File: config.mk
export PLATFORM = sky130hd
export DESIGN_NAME = ascon_substitution_layer
export DESIGN_NICKNAME = d
export VERILOG_FILES = /design/src/rtl/ascon_substitution_layer.sv
export SDC_FILE = /design/constraint.sdc
export NUM_CORES = 1
export LEC_CHECK = 0
export BUFFER_PORTS_ARGS = -buffer_cell sky130_fd_sc_hd__buf_4
export CAP_MARGIN = 20
export CORE_AREA = 2 2 253 255
export CTS_CLUSTER_DIAMETER = 40
export DETAILED_ROUTE_END_ITERATION = 16
export DIE_AREA = 0 0 255 257
export PLACE_DENSITY = 0.55
export SLEW_MARGIN = 20
export SYNTH_ARGS = -nofsm -noshare
export SYNTH_HDL_FRONTEND = slang
export SYNTH_SLANG_ARGS = --single-unit
File: constraint.sdc
create_clock -name clock_i -period 1.25 [get_ports clock_i]
set_input_delay 0.1875 -clock clock_i [delete_from_list [all_inputs] [get_ports clock_i]]
set_output_delay 0.1875 -clock clock_i [all_outputs]
set_load 0.01 [all_outputs]
File: src/rtl/ascon_substitution_layer.sv
// Ascon-128 substitution layer (pS).
// Applies the 5-bit S-box to every one of the 64 bit-slice columns of the
// 320-bit state, then registers the result one cycle after capture.

package ascon_pack;
    // Five 64-bit words; element 0 is S0 and element 4 is S4.
    typedef logic [4:0][63:0] type_state;
endpackage

module ascon_substitution_layer
    import ascon_pack::*;
(
    input  logic      clock_i,
    input  logic      reset_i,
    input  logic      enable_i,
    input  type_state state_i,
    output type_state state_o,
    output logic      valid_o
);

    type_state sub_state;
    type_state state_d;
    type_state state_q;
    logic      valid_d;
    logic      valid_q;

    // Bit-sliced Ascon S-box for one column.
    // The input is {S0,S1,S2,S3,S4} with S0 as the MSB, and the output uses the same order.
    // The sequence is: xor in, and-not chi, xor out, then invert the S2 slice.
    function automatic logic [4:0] sbox_column(input logic [4:0] x);
        logic x0, x1, x2, x3, x4;
        logic t0, t1, t2, t3, t4;
        x0 = x[4];
        x1 = x[3];
        x2 = x[2];
        x3 = x[1];
        x4 = x[0];
        x0 = x0 ^ x4;
        x4 = x4 ^ x3;
        x2 = x2 ^ x1;
        t0 = ~x0 & x1;
        t1 = ~x1 & x2;
        t2 = ~x2 & x3;
        t3 = ~x3 & x4;
        t4 = ~x4 & x0;
        x0 = x0 ^ t1;
        x1 = x1 ^ t2;
        x2 = x2 ^ t3;
        x3 = x3 ^ t4;
        x4 = x4 ^ t0;
        x1 = x1 ^ x0;
        x0 = x0 ^ x4;
        x3 = x3 ^ x2;
        x2 = ~x2;
        return {x0, x1, x2, x3, x4};
    endfunction

    // One independent S-box per column; no column depends on any other.
    for (genvar i = 0; i < 64; i++) begin : g_column
        logic [4:0] col_y;
        assign col_y = sbox_column({state_i[0][i], state_i[1][i], state_i[2][i],
                                    state_i[3][i], state_i[4][i]});
        assign sub_state[0][i] = col_y[4];
        assign sub_state[1][i] = col_y[3];
        assign sub_state[2][i] = col_y[2];
        assign sub_state[3][i] = col_y[1];
        assign sub_state[4][i] = col_y[0];
    end

    // Next-state logic: on capture, take the substituted state; otherwise hold the output.
    always_comb begin
        state_d = state_q;
        valid_d = 1'b0;
        if (enable_i) begin
            state_d = sub_state;
            valid_d = 1'b1;
        end
    end

    // Output register; a synchronous reset clears any pending result and overrides capture.
    always_ff @(posedge clock_i) begin
        if (reset_i) begin
            state_q <= '0;
            valid_q <= 1'b0;
        end else begin
            state_q <= state_d;
            valid_q <= valid_d;
        end
    end

    assign state_o = state_q;
    assign valid_o = valid_q;

endmodule

==> results.cfg <==
[status]
outcome = complete, but fails checks
violations = negative setup slack

[floorplanning]
core_um2 = 62700
die_y_um = 257
die_x_um = 255
die_area_um2 = 65500
row_count = 92
floorplan.initialDensity_pct = 32.7
ioPinCount = 644

[sta]
worstMarginPinSlew_ns = 0.421
slew-limit-headroom_pct = 71.7
finalSetupViolations = 13
fmax_mhz = 780
fin_skew_ns = 0
finalCriticalPeriod_ns = 1.28
fin_ws_ns = -0.0321
holdWs_ns = 0.0159
slew_viol_final = 0
fin_crit_sh_pct = 103
rsz0062_at_grt = yes
final_hold_viol_count = 0

[placed_design]
dpl_cell_area_um2 = 28500
port_buffers = 643
dp_hpwl_um = 57700
pre_cts_slack_ns = -0.216
place.gp.congestion = 0.899

[final_layout]
area.growth.synth_to_final_pct = 69.9
drive_gt1_share_pct = 47.6
final_cell_mix = buf_4, buf_6, dfxtp_2
final_util_pct = 55.6
nNetsFinal = 3862
final_common_cell = buf_4
final_cell_area_um2 = 34900
fill_cells = 5531

[routing]
wl_um = 76300
first_pass_iters = 7
num_vias = 20500
via_per_inst = 4.75
wl_per_cell_um = 17.7
ant_nets = 0
drtIter0Drc = 753
drc = 0

[synth]
ys_types = 30
synth_nets = 2778
synth_area_um2 = 20500
synth_xor_area_share_pct = 24.1
seq_area_frac_synth_pct = 31.3
synth-main-ff-cell = dfxtp_1
postSynthAreaPerCell_um2 = 8.82
synth_seq_cells = 321
synth_adder_area_share_pct = 8.78
yosys_warnings = 0
synth_top_family_by_area = XOR/XNOR gates
syn-instance-count = 2327
synth-edff-count = 0
synth-simple-area-share_pct = 14.7
synth_compound_area_share_pct = 15.8
synth_mux_area_share_pct = 0.0488
async_reset_ff_share_pct = 0

[worst_setup_path]
crit_type = input port to flop
cp-start-kind = input port
end_kind = flop
cp.required_ns = 1.71
crit_fanout = 3
arrival_ns = 1.74

[power]
swShare_pct = 28.7
p_seq_share_pct = 27.2
p_leak_uw = 0.0159
p_comb_share_pct = 28.9
p_clk_share_pct = 43.8
ir_worst_vdd_mv = 0.857
p_switching_uw = 13100
power_density_nw_per_um2 = 1310
p_int_uw = 32500

[clocking]
cts-root-buf = clkbuf_16
cts_tree = done
htreeDepth = 3
clock_latency_ns = 0.58
numCtsBuffers = 73
clkTransAtPathRegs_ns = 0.05
clockBufferDepth = 3
cts_num_sinks = 321

[run]
max_cap_violations = 0

[global_route]
grt_pass1_vias = 21000
overflow = 0
antenna_found_initial = 9
grt_pass1_wl_um = 116000
grt_util_all_layers_pct = 22.4
grt_max_degree = 50

[min_path]
worst_hold_path_type = input port to flop
## logic make-up after synthesis
group           after synthesis
flops                       321
mux                           1
fa+ha+maj                   148
compound gates              494
xor+xnor                    422
buf+inv                     267
simple gates                674
## synth_stat cells, drive strengths merged, types with 21 or more instances
cell type / number / area share, %
nand2: 252 / 4.6
dfxtp: 321 / 31
nand2b: 108 / 3.3
a21oi: 44 / 1.1
inv: 154 / 2.8
ha: 128 / 7.8
nand3b: 21 / 0.77
xnor3: 59 / 6.5
o22ai: 107 / 3.3
nor2: 232 / 4.2
a31oi: 21 / 0.64
a211oi: 187 / 6.8
o21ai: 105 / 2.6
buf: 63 / 1.6
xnor2: 363 / 18
clkbuf: 50 / 0.91
## power groups by stage
stage | logic [µW] | clock network (µW) | registers [µW]
4_1_cts | 12500 | 20400 | 12400
2_1_floorplan | 5650 | 0 | 12500
6_report | 13200 | 20000 | 12400
3_5_place_dp | 11400 | 0 | 12200
3_3_place_gp | 11200 | 0 | 12200
5_1_grt | 14200 | 21000 | 12500
## flip-flops by register name, summed over array words and instances (netlist names)
| name | flops |
|---|---|
| valid_o | 1 |
| state_o | 320 |
## layout make-up
| class | instances | area (µm²) | area share, % |
|---|---|---|---|
| Clock buffer | 91 | 2030 | 5.83 |
| Timing Repair Buffer | 1122 | 10100 | 29.1 |
| Tap cell | 846 | 1060 | 3.04 |
| Sequential cell | 321 | 6850 | 19.6 |
| Inverter | 154 | 578 | 1.66 |
| Multi-Input combinational cell | 1739 | 13700 | 39.2 |
| Antenna cell | 7 | 17.5 | 0.0502 |
| Clock inverter | 38 | 527 | 1.51 |
## per-layer routing
metal	global-route usage (%)	part of all wire (%)	vias up	wire (µm)
li1	-	-	10100	-
met1	23.3	37	9654	28600
met2	40.1	50	568	38400
met3	8.61	8.7	149	6650
met4	9.18	3.5	4	2640
met5	0	0.021	-	16
## through the flow
stage / instances / power (µW) / TNS, ns
2_1_floorplan: 2327 / 18200 / 0
3_3_place_gp: 4004 / 23400 / -1.57
3_5_place_dp: 4004 / 23600 / -4.85
4_1_cts: 4243 / 45300 / -6.76
5_1_grt: 4317 / 47700 / -5.61
6_report: 4318 / 45500 / -0.152
## timing repair
action | 4_1_cts | 5_1_grt
endpoints found under the setup margin | 321 | 396
hold buffers | 73 | 0
endpoints found under the hold margin | 83 | 0
resized for setup | 650 | 106
pin swaps | 0 | 31
buffers inserted | 37 | 69
## worst max-delay path, cell delays in order
cell	delay [ns]
dlygate4sd3_1	0.54
buf_4	0.16
ha_1	0.32
xnor2_2	0.17
xnor2_2	0.23
o22ai_1	0.12
## worst paths after layout
path                             startpoint                   endpoint  slack [ns]  cells past startpoint
setup / recovery               state_i[261]    state_o[5]$_SDFFE_PP0P_       -0.03                      6
hold / removal                  state_i[68]    state_o[4]$_SDFFE_PP0P_        0.02                      5
setup reg to reg  state_o[110]$_SDFFE_PP0P_  state_o[110]$_SDFFE_PP0P_        0.32                      3
hold reg to reg    state_o[18]$_SDFFE_PP0P_   state_o[18]$_SDFFE_PP0P_        0.48                      2
No activity file was read; power rests on OpenSTA's default activity.
